### config.mk
export PLATFORM = sky130hd
export DESIGN_NAME = sipo_frame_receiver_flat
export DESIGN_NICKNAME = d
export VERILOG_FILES = /design/src/rtl/sipo_frame_receiver_if.sv /design/src/rtl/sipo_frame_receiver.sv /design/src/flat_wrapper.sv
export SDC_FILE = /design/constraint.sdc
export NUM_CORES = 1
export LEC_CHECK = 0
export ABC_AREA = 1
export ABC_CLOCK_PERIOD_IN_PS = 1220
export BUFFER_PORTS_ARGS = -buffer_cell sky130_fd_sc_hd__buf_4
export CORE_MARGIN = 2
export CORE_UTILIZATION = 44
export CTS_CLUSTER_SIZE = 40
export DETAILED_ROUTE_END_ITERATION = 10
export PLACE_DENSITY_LB_ADDON = 0.2
export SETUP_SLACK_MARGIN = 0.4
export SYNTH_ARGS = -nofsm -noshare
export SYNTH_HDL_FRONTEND = slang
export SYNTH_SLANG_ARGS = --single-unit
### constraint.sdc
create_clock -name clk -period 1.22 [get_ports clk]
set_clock_uncertainty 0.15 [all_clocks]
set_input_delay 0.183 -clock clk [delete_from_list [all_inputs] [get_ports clk]]
set_output_delay 0.183 -clock clk [all_outputs]
set_load 0.005 [all_outputs]
### src/rtl/sipo_frame_receiver_if.sv
// Handshake and serial-stream bundle for the SIPO frame receiver.
// The slave modport is the receiver side. The master modport is the upstream/consumer side.
interface sipo_frame_receiver_if #(
    parameter int WIDTH = 4
);
    logic             bit_en;
    logic             sin;
    logic             sof;
    logic [WIDTH-1:0] dout;
    logic             dout_valid;
    logic             dout_ready;
    logic             busy;
    logic             frame_err;
    logic             overrun;
    logic             clr_err;

    modport slave (
        input  bit_en, sin, sof, dout_ready, clr_err,
        output dout, dout_valid, busy, frame_err, overrun
    );

    modport master (
        output bit_en, sin, sof, dout_ready, clr_err,
        input  dout, dout_valid, busy, frame_err, overrun
    );
endinterface

### src/rtl/sipo_frame_receiver.sv
// Serial-to-parallel frame receiver. It shifts in bits MSB first, and each frame opens with an sof strobe.
// Finished words go out through a one-entry valid/ready slot, which also reports overrun and framing errors.
module sipo_frame_receiver #(
    parameter int WIDTH = 4
) (
    input  logic                    clk,
    input  logic                    rst,
    sipo_frame_receiver_if.slave    bus
);
    localparam int CW = $clog2(WIDTH) + 1;

    typedef enum logic {IDLE, SHIFT} state_t;

    state_t           state, state_nxt;
    logic [CW-1:0]    cnt, cnt_nxt;
    logic [WIDTH-1:0] shreg, shreg_nxt;
    logic [WIDTH-1:0] word;
    logic             done, ferr_nxt, slot_free;
    logic [WIDTH-1:0] dout_q;
    logic             valid_q, busy_q, ferr_q, ovr_q;

    // The completed word includes the bit being sampled on this edge.
    assign word      = {shreg[WIDTH-2:0], bus.sin};
    assign slot_free = !valid_q || bus.dout_ready;

    always_comb begin
        state_nxt = state;
        cnt_nxt   = cnt;
        shreg_nxt = shreg;
        done      = 1'b0;
        ferr_nxt  = 1'b0;
        if (bus.bit_en) begin
            case (state)
                IDLE: begin
                    if (bus.sof) begin
                        shreg_nxt = word;
                        cnt_nxt   = CW'(1);
                        state_nxt = SHIFT;
                    end
                end
                SHIFT: begin
                    shreg_nxt = word;
                    if (bus.sof) begin
                        // An sof in mid-frame drops the partial word and starts a new frame with this bit.
                        cnt_nxt  = CW'(1);
                        ferr_nxt = 1'b1;
                    end else if (cnt == CW'(WIDTH - 1)) begin
                        done      = 1'b1;
                        cnt_nxt   = '0;
                        state_nxt = IDLE;
                    end else begin
                        cnt_nxt = cnt + CW'(1);
                    end
                end
                default: state_nxt = IDLE;
            endcase
        end
    end

    always_ff @(posedge clk) begin
        if (rst) begin
            state   <= IDLE;
            cnt     <= '0;
            shreg   <= '0;
            dout_q  <= '0;
            valid_q <= 1'b0;
            busy_q  <= 1'b0;
            ferr_q  <= 1'b0;
            ovr_q   <= 1'b0;
        end else begin
            state  <= state_nxt;
            cnt    <= cnt_nxt;
            shreg  <= shreg_nxt;
            busy_q <= (state_nxt == SHIFT);
            ferr_q <= ferr_nxt;
            if (done && slot_free) begin
                dout_q  <= word;
                valid_q <= 1'b1;
            end else if (valid_q && bus.dout_ready) begin
                valid_q <= 1'b0;
            end
            // If an overrun and clr_err happen on the same edge, the overrun wins.
            if (done && !slot_free)
                ovr_q <= 1'b1;
            else if (bus.clr_err)
                ovr_q <= 1'b0;
        end
    end

    assign bus.dout       = dout_q;
    assign bus.dout_valid = valid_q;
    assign bus.busy       = busy_q;
    assign bus.frame_err  = ferr_q;
    assign bus.overrun    = ovr_q;
endmodule

### src/flat_wrapper.sv
// flat-port wrapper written by rule: the top's interface ports become plain ports
module sipo_frame_receiver_flat 
#(
    parameter int WIDTH = 4
)
  (clk, rst, bus_bit_en, bus_sin, bus_sof, bus_dout_ready, bus_clr_err, bus_dout, bus_dout_valid, bus_busy, bus_frame_err, bus_overrun);
  sipo_frame_receiver_if #(.WIDTH(WIDTH)) bus_i ();
  input  logic clk;
  input  logic rst;
  input wire logic [$bits(bus_i.bit_en)-1:0] bus_bit_en;
  input wire logic [$bits(bus_i.sin)-1:0] bus_sin;
  input wire logic [$bits(bus_i.sof)-1:0] bus_sof;
  input wire logic [$bits(bus_i.dout_ready)-1:0] bus_dout_ready;
  input wire logic [$bits(bus_i.clr_err)-1:0] bus_clr_err;
  output wire logic [$bits(bus_i.dout)-1:0] bus_dout;
  output wire logic [$bits(bus_i.dout_valid)-1:0] bus_dout_valid;
  output wire logic [$bits(bus_i.busy)-1:0] bus_busy;
  output wire logic [$bits(bus_i.frame_err)-1:0] bus_frame_err;
  output wire logic [$bits(bus_i.overrun)-1:0] bus_overrun;
  assign bus_i.bit_en = bus_bit_en;
  assign bus_i.sin = bus_sin;
  assign bus_i.sof = bus_sof;
  assign bus_i.dout_ready = bus_dout_ready;
  assign bus_i.clr_err = bus_clr_err;
  assign bus_dout = bus_i.dout;
  assign bus_dout_valid = bus_i.dout_valid;
  assign bus_busy = bus_i.busy;
  assign bus_frame_err = bus_i.frame_err;
  assign bus_overrun = bus_i.overrun;
  sipo_frame_receiver #(.WIDTH(WIDTH)) u_core (.clk(clk), .rst(rst), .bus(bus_i));
endmodule
==> out/qor.yml <==
worst_setup_path:
  crit_required_ns: 1.29
  startpoint_type: "flip-flop"
  cp.arrival_ns: 1.33
  endpoint_kind: "flip-flop"
  worst-setup-path-type: "flip-flop to flip-flop"
  path_max_fanout: 7
placement:
  placedCellCount: 108
  port-buffer-count: 14
  dp_hpwl_um: 895
  place_ws_ns: -0.0111
  gp_congestion: 0.741
final_layout:
  final_layout_size_suffix_gt1_frac: 0.495
  synthToLayoutAreaGrowth_pct: 40.2
  final_cell_mix: "inv_1, nand2_1, buf_4"
  diodes: 0
  final_common_cell: "inv_1"
  final_cells: 114
  nets: 109
timing:
  fin_tns_setup_ns: -0.0963
  min_period_over_period: 1.02
  whs_ns: -0.0533
  hold_viol: 5
  slew_headroom: 0.820
  rsz0062_at_grt: "true"
  setup_ws_ns: -0.0302
  drv_slew: 0
  max_freq_mhz: 800
  setup_viol: 5
  fin_crit_ns: 1.25
  worst_slew_pin_slew_ns: 0.270
clock_network:
  cts_tree: "done"
  cts_max_path_buffers: 2
  root_buffer: "clkbuf_4"
  clock_sink_count: 14
  htree_levels: 1
  clk_pin_slew_worst_paths_ns: 0.08
  worstSkewPairLatency_ns: 0.28
  cts-buffers-inserted: 3
synth:
  ys_warn_count: 0
  seq_area_frac_synth: 0.445
  syn_avg_cell_area_um2: 7.97
  syn-cell-area_um2: 629
  synth_seq_cells: 14
  ys_types: 19
  syn-instance-count: 79
  syn_nets: 87
outcome:
  violations: "hold timing, setup timing"
  status: "finished with violations"
power_and_ir_drop:
  p_int_uw: 639
  peakVddDrop_mv: 0.639
  p_seq_frac: 0.570
  switching_share: 0.249
  power_density_nw_per_um2: 965
  power.leakage_nw: 0.387
  p_sw_uw: 212
  clockPowerShare: 0.304
  p_comb_frac: 0.126
global_route:
  grt.overflow.total: 0
  grt_pass1_wl_um: 2160
  grt_pass1_vias: 544
  antenna_found_initial: 0
  grt_max_degree: 10
  grt_usage: 0.161
route:
  viasPerCell: 4.87
  drcViolationCount: 0
  wl_per_cell_um: 10.5
  firstDrtPassIters: 3
  dr_total_vias: 555
  drt_iter0_drc: 5
  wl_um: 1200
  postRouteAntennaNets: 0
die:
  rows: 13
  initial_utilization: 0.478
  dieArea_um2: 1750
  die_y_um: 41.8
  top_level_ports: 15
  core-area_um2: 1320
  die_x_um: 41.8
flow_run:
  cap_violations: 0
min_path:
  min-delay-path-class: "input port to flip-flop"
## power by group through the flow
stage          clock (mW)  combinational (mW)  sequential (mW)
6_report            0.259               0.107            0.485
5_1_grt             0.270               0.119            0.487
4_1_cts             0.262               0.102            0.485
3_5_place_dp            0              0.0873            0.496
3_3_place_gp            0              0.0854            0.495
2_1_floorplan           0              0.0505            0.494
## metal layers
layer  part of all wire  GRT usage  vias to the layer above
met5                  0          0                        -
met4              0.044     0.0968                        0
met3              0.043     0.0304                        7
met2               0.42      0.256                       14
met1               0.49      0.199                      240
li1                   -          -                      294
## Yosys cell counts, drive strengths merged
| library cell | n | area (µm²) |
|---|---|---|
| a31oi | 2 | 12.5 |
| o22ai | 1 | 6.26 |
| nand3b | 1 | 7.51 |
| nand2 | 16 | 72.6 |
| nand4 | 4 | 25.0 |
| dfxtp | 14 | 280 |
| inv | 18 | 67.6 |
| nor2 | 9 | 67.6 |
| ha | 1 | 12.5 |
| o21ai | 3 | 15.0 |
| a21oi | 6 | 30.0 |
| nand3 | 4 | 32.5 |
## registers in the layout, indices dropped and copies added (netlist names)
| name | count |
|---|---|
| u_core.bus.dout | 4 |
| u_core.shreg | 3 |
| u_core.cnt | 3 |
| u_core.bus.overrun | 1 |
| u_core.bus.dout_valid | 1 |
| u_core.bus.busy | 1 |
| u_core.bus.frame_err | 1 |
## what timing repair did
| item | 4_1_cts | 5_1_grt |
|---|---|---|
| endpoints found under the setup margin | 21 | 22 |
| resized for setup | 9 | 12 |
| cloned | 0 | 0 |
| pin swaps | 10 | 3 |
| buffers inserted | 2 | 1 |
| endpoints found under the hold margin | 5 | 4 |
## logic make-up after synthesis
group,count (synthesis),synth area share
compound gates,12,0.101
fa+ha+maj,1,0.0199
flops,14,0.445
simple gates,34,0.326
buf+inv,18,0.107
## critical path: stages (launching register included)
cell     delay [ns]
dfxtp_2        0.36
ha_4           0.14
inv_2          0.04
nor2_4         0.20
nand3_4        0.13
nand2_1        0.08
inv_1          0.04
nor2_2         0.06
## through the flow
step                total power [mW]  hold slack, ns   util  instance area [µm²]
floorplan                      0.545          0.0947      -                  656
global placement               0.581           0.245  0.592                  779
detailed placement             0.583           0.253  0.592                  779
CTS                            0.850         -0.0516  0.643                  847
global route                   0.877         -0.0415  0.670                  882
finish                         0.851         -0.0533  0.670                  882
## path summary, 6_finish.rpt
kind,endpoint,cells after the start,startpoint,slack [ns]
worst max register to register,u_core.bus.dout[3]$_SDFFE_PP0P_,7,u_core.cnt[0]$_SDFFE_PP0P_,-0.03
worst max-delay path,u_core.bus.dout[3]$_SDFFE_PP0P_,7,u_core.cnt[0]$_SDFFE_PP0P_,-0.03
worst min register to register,u_core.shreg[2]$_SDFFE_PP0P_,2,u_core.shreg[1]$_SDFFE_PP0P_,0.32
worst min-delay path,u_core.cnt[1]$_SDFFE_PP0P_,2,rst,-0.05
## final cells by class
type                       count  area (µm²)
sequential                    14         293
inverter                      18        67.6
tap                           15        18.8
clock buffer                   3        22.5
multi-input combinational     47         327
fill                         110         435
timing repair buffer          17         154
(Power assumes the default switching activity.)
